`src/rtl/adder_pkg.sv`:
```
// Shared defaults, stage record and helpers for the pipelined add/subtract unit.
package adder_pkg;

  localparam int unsigned ADDER_WIDTH  = 32;
  localparam int unsigned ADDER_STAGES = 4;

  // Stage record at the default width; pipelined_adder declares the same shape at its own WIDTH.
  typedef struct packed {
    logic                   valid;
    logic                   carry;
    logic [ADDER_WIDTH-1:0] sum;
    logic [ADDER_WIDTH-1:0] x_up;
    logic [ADDER_WIDTH-1:0] b_up;
  } adder_stage_t;

  function automatic logic adder_cfg_ok(input int unsigned width, input int unsigned stages);
    return (stages >= 1) && (stages <= width) && ((width % stages) == 0);
  endfunction

  // FullAdder cell: returns {carry_out, sum}.
  function automatic logic [1:0] full_adder(input logic a, input logic b, input logic c);
    return {(a & b) | (c & (a ^ b)), a ^ b ^ c};
  endfunction

endpackage

```
`src/rtl/adder_chunk.sv`:
```
// Combinational W-bit ripple-carry adder built from FullAdder cells.
module adder_chunk
  import adder_pkg::*;
#(
  parameter int unsigned W = ADDER_WIDTH / ADDER_STAGES
) (
  input  logic [W-1:0] x,
  input  logic [W-1:0] y,
  input  logic         cIn,
  output logic [W-1:0] s,
  output logic         cOut
);

  logic w_c;

  always_comb begin
    w_c = cIn;
    s   = '0;
    for (int unsigned i = 0; i < W; i++) begin
      {w_c, s[i]} = full_adder(x[i], y[i], w_c);
    end
    cOut = w_c;
  end

endmodule

```
`src/rtl/pipelined_adder.sv`:
```
// Pipelined chunked ripple-carry add/subtract with valid/ready handshake and flush.
// Define ADDER_FLAGS_EN to compute and pipe the v/n/z flags; otherwise they are tied 0.
module pipelined_adder
  import adder_pkg::*;
#(
  parameter int unsigned WIDTH  = ADDER_WIDTH,
  parameter int unsigned STAGES = ADDER_STAGES
) (
  input  logic             clk,
  input  logic             rst_n,
  input  logic             flush,
  input  logic             in_valid,
  output logic             in_ready,
  input  logic [WIDTH-1:0] x,
  input  logic [WIDTH-1:0] y,
  input  logic             cIn,
  input  logic             sub,
  output logic             out_valid,
  input  logic             out_ready,
  output logic [WIDTH-1:0] s,
  output logic             cOut,
  output logic             v,
  output logic             n,
  output logic             z
);

  localparam int unsigned CHUNK = WIDTH / STAGES;
  localparam int unsigned LAST  = STAGES - 1;

  if (!adder_cfg_ok(WIDTH, STAGES)) begin : g_bad_cfg
    $error("pipelined_adder: WIDTH must be a multiple of STAGES, with 1 <= STAGES <= WIDTH");
  end

  typedef struct packed {
    logic             valid;
    logic             carry;
    logic [WIDTH-1:0] sum;
    logic [WIDTH-1:0] x_up;
    logic [WIDTH-1:0] b_up;
  } stage_t;

  stage_t r_stg [STAGES];
  stage_t w_nxt [STAGES];
  logic   w_adv;

  assign w_adv     = !r_stg[LAST].valid || out_ready;
  assign in_ready  = w_adv;
  assign out_valid = r_stg[LAST].valid;
  assign s         = r_stg[LAST].sum;
  assign cOut      = r_stg[LAST].carry;

  for (genvar k = 0; k < STAGES; k++) begin : g_stage
    stage_t           w_in;
    stage_t           w_res;
    logic [CHUNK-1:0] w_s;
    logic             w_co;

    if (k == 0) begin : g_head
      always_comb begin
        w_in       = '0;
        w_in.valid = in_valid;
        w_in.carry = cIn ^ sub;
        w_in.x_up  = x;
        w_in.b_up  = sub ? ~y : y;
      end
    end else begin : g_body
      assign w_in = r_stg[k-1];
    end

    adder_chunk #(.W(CHUNK)) u_chunk (
      .x    (w_in.x_up[k*CHUNK +: CHUNK]),
      .y    (w_in.b_up[k*CHUNK +: CHUNK]),
      .cIn  (w_in.carry),
      .s    (w_s),
      .cOut (w_co)
    );

    always_comb begin
      w_res                         = w_in;
      w_res.sum[k*CHUNK +: CHUNK]   = w_s;
      w_res.carry                   = w_co;
    end

    assign w_nxt[k] = w_res;

    // flush only squashes valid bits; data may keep stale contents
    always_ff @(posedge clk or negedge rst_n) begin
      if (!rst_n) begin
        r_stg[k] <= '0;
      end else if (flush) begin
        r_stg[k].valid <= 1'b0;
      end else if (w_adv) begin
        r_stg[k] <= w_nxt[k];
      end
    end
  end

  logic w_unused_operands;
  assign w_unused_operands = ^{r_stg[LAST].x_up, r_stg[LAST].b_up};

`ifdef ADDER_FLAGS_EN
  logic r_v;
  logic r_n;
  logic r_z;

  // Flags are derived from the fully resolved sum as it enters the output stage.
  always_ff @(posedge clk or negedge rst_n) begin
    if (!rst_n) begin
      r_v <= 1'b0;
      r_n <= 1'b0;
      r_z <= 1'b0;
    end else if (!flush && w_adv) begin
      r_v <= (w_nxt[LAST].x_up[WIDTH-1] == w_nxt[LAST].b_up[WIDTH-1]) &&
             (w_nxt[LAST].sum[WIDTH-1] != w_nxt[LAST].x_up[WIDTH-1]);
      r_n <= w_nxt[LAST].sum[WIDTH-1];
      r_z <= (w_nxt[LAST].sum == '0);
    end
  end

  assign v = r_v;
  assign n = r_n;
  assign z = r_z;
`else
  assign v = 1'b0;
  assign n = 1'b0;
  assign z = 1'b0;
`endif

endmodule

```
`config.mk`:
```
export PLATFORM = sky130hd
export DESIGN_NAME = pipelined_adder
export DESIGN_NICKNAME = d
export VERILOG_FILES = /design/src/rtl/adder_pkg.sv /design/src/rtl/adder_chunk.sv /design/src/rtl/pipelined_adder.sv
export SDC_FILE = /design/constraint.sdc
export NUM_CORES = 1
export LEC_CHECK = 0
export ABC_AREA = 1
export BUFFER_PORTS_ARGS = -buffer_cell sky130_fd_sc_hd__buf_2
export CORE_MARGIN = 5
export CORE_UTILIZATION = 62
export CTS_CLUSTER_SIZE = 20
export DETAILED_ROUTE_END_ITERATION = 10
export GPL_ROUTABILITY_DRIVEN = 0
export MAX_ROUTING_LAYER = met4
export PLACE_DENSITY = 0.95
export SYNTH_ARGS = -nofsm -noshare
export SYNTH_HDL_FRONTEND = slang
export SYNTH_HIERARCHICAL = 1
export SYNTH_SLANG_ARGS = --single-unit
```
`constraint.sdc`:
```
create_clock -name clk -period 11.2 [get_ports clk]
set_clock_uncertainty 0.2 [all_clocks]
set_input_delay 2.24 -clock clk [delete_from_list [all_inputs] [get_ports clk]]
set_output_delay 2.24 -clock clk [all_outputs]
set_load 0.02 [all_outputs]
```
==> After elaboration in Yosys (flattened, before gate mapping) <==
Cells that the tools add are included.
{ "op_classes": {"bitwise": 163, "muxes": 9, "n_reduce_logical": 4} }
{ "op_table": {"columns": ["operator", "n"], "rows": [
  ["two-way mux 98 bit", 4],
  ["bitwise XOR 1 bit", 65],
  ["AND 1 bit", 64],
  ["two-way mux 32 bit", 1],
  ["inverter 32 bit", 1],
  ["OR 1 bit", 32],
  ["two-way mux 1 bit", 4],
  ["AND reduction 2 bit", 1],
  ["nonzero test 2 bit", 1],
  ["zero test 1 bit", 1],
  ["logical OR 1 bit", 1],
  ["inverter 1 bit", 1]
]} }
{ "word_totals": {"regBits": 344, "elab_cells": 196} }

==> Longest topological paths before layout <==
{ "depth": {"ltp_word": 21, "ltp_mapped": 17, "ltp_nobuf": 15} }

==> By module <==
The synthesis kept the hierarchy.
{ "modules_own_cells": {"columns": ["module", "cells_each", "n_inst", "area_each_um2", "seq_area_each_um2"], "rows": [
  ["pipelined_adder", 912, 1, 7672.4, 4604.4],
  ["adder_chunk", 18, 4, 197.7, 0.0]
]} }

==> Worst setup path after synthesis <==
Ideal clock, no wire load.
{ "synth_timing": {"path_kind": "input to register", "from": "input sub", "to": "register r_stg (netlist bit g_stage[1].w_in[71])", "path_slack_ps": 5026, "arrival_time_ps": 5908, "cell_stages": 17, "required_ps": 10934, "path_buffers": 2, "cell_sequence": "buf_2 -> buf_2 -> xor2_1 -> inv_1 -> fa_1 -> inv_1 -> fa_1 -> fa_1 -> fa_1 -> fa_1 -> fa_1 -> fa_1 -> inv_1 -> fa_1 -> inv_1 -> nand3_1 -> nand2_1"} }
{ "synth_rtl": {"columns": ["item", "line_no", "source"], "rows": [
  ["from (decl)", "pipelined_adder.sv:17", "input logic sub,"],
  ["to (signal, indexed assignment)", "pipelined_adder.sv:93", "r_stg[k] <= w_nxt[k];"],
  ["to (decl)", "pipelined_adder.sv:42", "stage_t r_stg [STAGES];"]
]} }

==> flow_summary_export.csv <==
group,metric,value,unit
outcome,status,"completed",
setup_path,critPathLaunchType,"input pin",
worst_hold_path,hp-class,"register to register",
logic_synthesis,ys_ff_latch,184,
grt,antenna_found_initial,0,
timing,maxSlewHeadroom,0.3152,
setup_path,setup.worst_path.end_class,"register",
floorplan,die_h,126.8,um
setup_path,ff2ff_path_depth,14,
logic_synthesis,ys_types,16,
floorplan,die_w,126.8,um
setup_path,r2r-start,"g_stage[1].w_in[8]",
cts,cts_made_buffers,17,
layout,fin_nets,1154,
cts,clockBufferDepth,2,
timing,hold-worst-slack,0.2654,ns
setup_path,startpoint,"sub",
cts,cts_tree,"built",
pwr,ir_drop,0.1274,mV
grt,grt_max_degree,181,
timing,setup-violations-final,0,
floorplan,design.die.area,16090,sq um
logic_synthesis,async_flop_share,1.000,
logic_synthesis,syn_avg_cell_area,8.601,sq um
routing,drc,0,
routing,via_per_inst,5.441,
setup_path,criticalPathCategory,"input pin to register",
grt,grt_pass1_wl,32430,um
logic_synthesis,synthTopCellsByArea,"dfrtp_1 (54%), nand2_1 (20%), nand3_1 (9.4%)",
logic_synthesis,synth_warnings,6,
place,io_buffer_count,105,
logic_synthesis,ys.flop_type,"dfrtp_1",
cts,clkLatencyLatePin,0.43,ns
flow_run,cap_violations,0,
setup_path,endpoint,"g_stage[1].w_in[71]",
layout,layout-drive-gt1-share,0.1363,
timing,slew_viol_final,0,
logic_synthesis,yosysMostFrequentCell,"nand2_1",
cts,clock-sinks,184,
routing,drt_first_pass_iters,6,
pwr,power_density,188.1,nW/um^2
place,place_inst,1208,
timing,grt_setup_unrepaired,"no",
timing,setup_tns,0,ns
logic_synthesis,netlist_top_cells_count,"nand2_1 (462), dfrtp_1 (184), nand3_1 (159)",
setup_path,timing.critical_path.fanout_max,34,
layout,area.growth.synth_to_final,12.70,%
setup_path,required,11.36,ns
pwr,leakagePower,0.005465,uW
routing,ant_nets,0,
layout,antennaDiodeCount,0,
floorplan,core_region_area,13300,sq um
routing,routedWlPerCell,15.37,um
layout,layout.cells.non_filler,1240,
logic_synthesis,synth_top_area_frac,0.5441,
cts,post_cts_buffers,0,
setup_path,reg2reg_slack,6.90,ns
floorplan,initial_core_util,0.6366,
routing,vias,6747,
floorplan,rows,42,
setup_path,r2r-end,"g_stage[2].w_in[79]",
logic_synthesis,synth_seq_area_share,0.5441,
logic_synthesis,yosysTopAreaCell,"dfrtp_1",
grt,grt_overflow_total,0,
cts,path_clk_slew,0.06,ns
timing,fin_crit_sh,0.5405,
cts,clock_tree.root_cell,"clkbuf_16",
grt,grt_pass1_vias,6751,
cts,ctsResizeCount,0,
setup_path,cp.arrival,6.21,ns
place,dp_hpwl,11140,um
timing,fmax,165.2,MHz
timing,fin_crit,6.054,ns
logic_synthesis,syn_inst,984,
logic_synthesis,syn_area,8463,sq um
cts,postCtsHoldBufs,0,
logic_synthesis,synth_edf_count,0,
cts,htree_levels,4,
routing,drtIter0Drc,864,
routing,finalWirelength,19060,um
floorplan,io-pin-count,109,
grt,grt_usage,0.2591,
timing,worst_pin_slew,1.027,ns
timing,hold_viol,0,
==> worst min-delay path by stage <==
stage / cells after the start / slack, ns / from / end
final: 2 / 0.27 / s[23] / s[23]
after global placement: 2 / 0.25 / s[19] / s[19]
after CTS: 2 / 0.27 / s[23] / s[23]
after floorplan: 2 / 0.24 / g_stage[1].w_in[40] / g_stage[1].w_in[40]
after detailed placement: 2 / 0.25 / s[30] / s[30]
after global routing: 2 / 0.29 / g_stage[1].w_in[57] / g_stage[1].w_in[57]
==> area by class of cell <==
type | instances | area [sq um]
clock inverters | 11 | 113.9
multi-input cells | 670 | 3309
repair buffers | 110 | 571.8
well taps | 176 | 220.2
clock buffers | 21 | 460.4
flip-flops and latches | 184 | 4604
fillers | 909 | 3757
inverters | 68 | 257.7
==> flip-flops by register name, summed over array words and instances (netlist names) <==
name          cells
g_stage.w_in    150
s                32
cOut              1
out_valid         1
==> cells by family after synthesis <==
logic type | count (synthesis) | share of synthesized area
AND/OR/NAND/NOR | 624 | 0.3009
flip-flops | 184 | 0.5441
AO/OA/AOI/OAI | 2 | 0.001183
XOR/XNOR | 9 | 0.009315
adder cells (fa/ha/maj) | 32 | 0.07569
buffers and inverters | 132 | 0.06845
other | 1 | 0.0004431
==> cell usage in the layout (no fill, tap or decap), drive strengths merged <==
cell | netlist | layout
fa | 32 | 32
conb | 1 | 3
clkbuf | 12 | 22
buf | 52 | 109
nand3 | 159 | 159
dfrtp | 184 | 184
clkinvlp | 0 | 2
clkinv | 0 | 4
a21oi | 2 | 2
xor2 | 9 | 9
nor2 | 1 | 1
nand2 | 464 | 464
inv | 68 | 72
bufinv | 0 | 1
==> stage by stage <==
stage / total power (uW) / setup WS, ns / utilization / area (sq um)
global placement: 1186 / 4.875 / 0.6742 / 8964
global route: 1891 / 4.984 / 0.7174 / 9538
finish: 1794 / 5.146 / 0.7174 / 9538
floorplan: 1085 / 5.026 / - / 8471
detailed placement: 1211 / 4.777 / 0.6742 / 8964
CTS: 1802 / 5.165 / 0.7174 / 9538
==> critical path, stage by stage <==
cell	delay [ns]
buf_2	0.07
buf_4	0.35
xor2_1	0.14
inv_1	0.09
fa_1	0.17
inv_1	0.05
fa_1	0.37
fa_1	0.38
fa_1	0.41
fa_1	0.40
fa_1	0.39
fa_1	0.38
inv_1	0.09
fa_1	0.41
inv_1	0.07
nand3_1	0.07
nand2_1	0.11
==> where the power goes <==
group	switching, uW	leakage [uW]	total (uW)	internal [uW]
logic	220	0.00288	350	130
clock network	258	0.000277	581	323
registers	77.6	0.00231	863	785
==> layer usage <==
layer | global-route usage | wire length [um] | vias to the layer above
li1 | - | - | 3150
met1 | 0.3312 | 7815 | 3232
met2 | 0.4106 | 9371 | 285
met3 | 0.04624 | 1055 | 80
met4 | 0.1136 | 820 | 0
met5 | - | 0 | -
No activity file was read; power rests on OpenSTA's default activity.
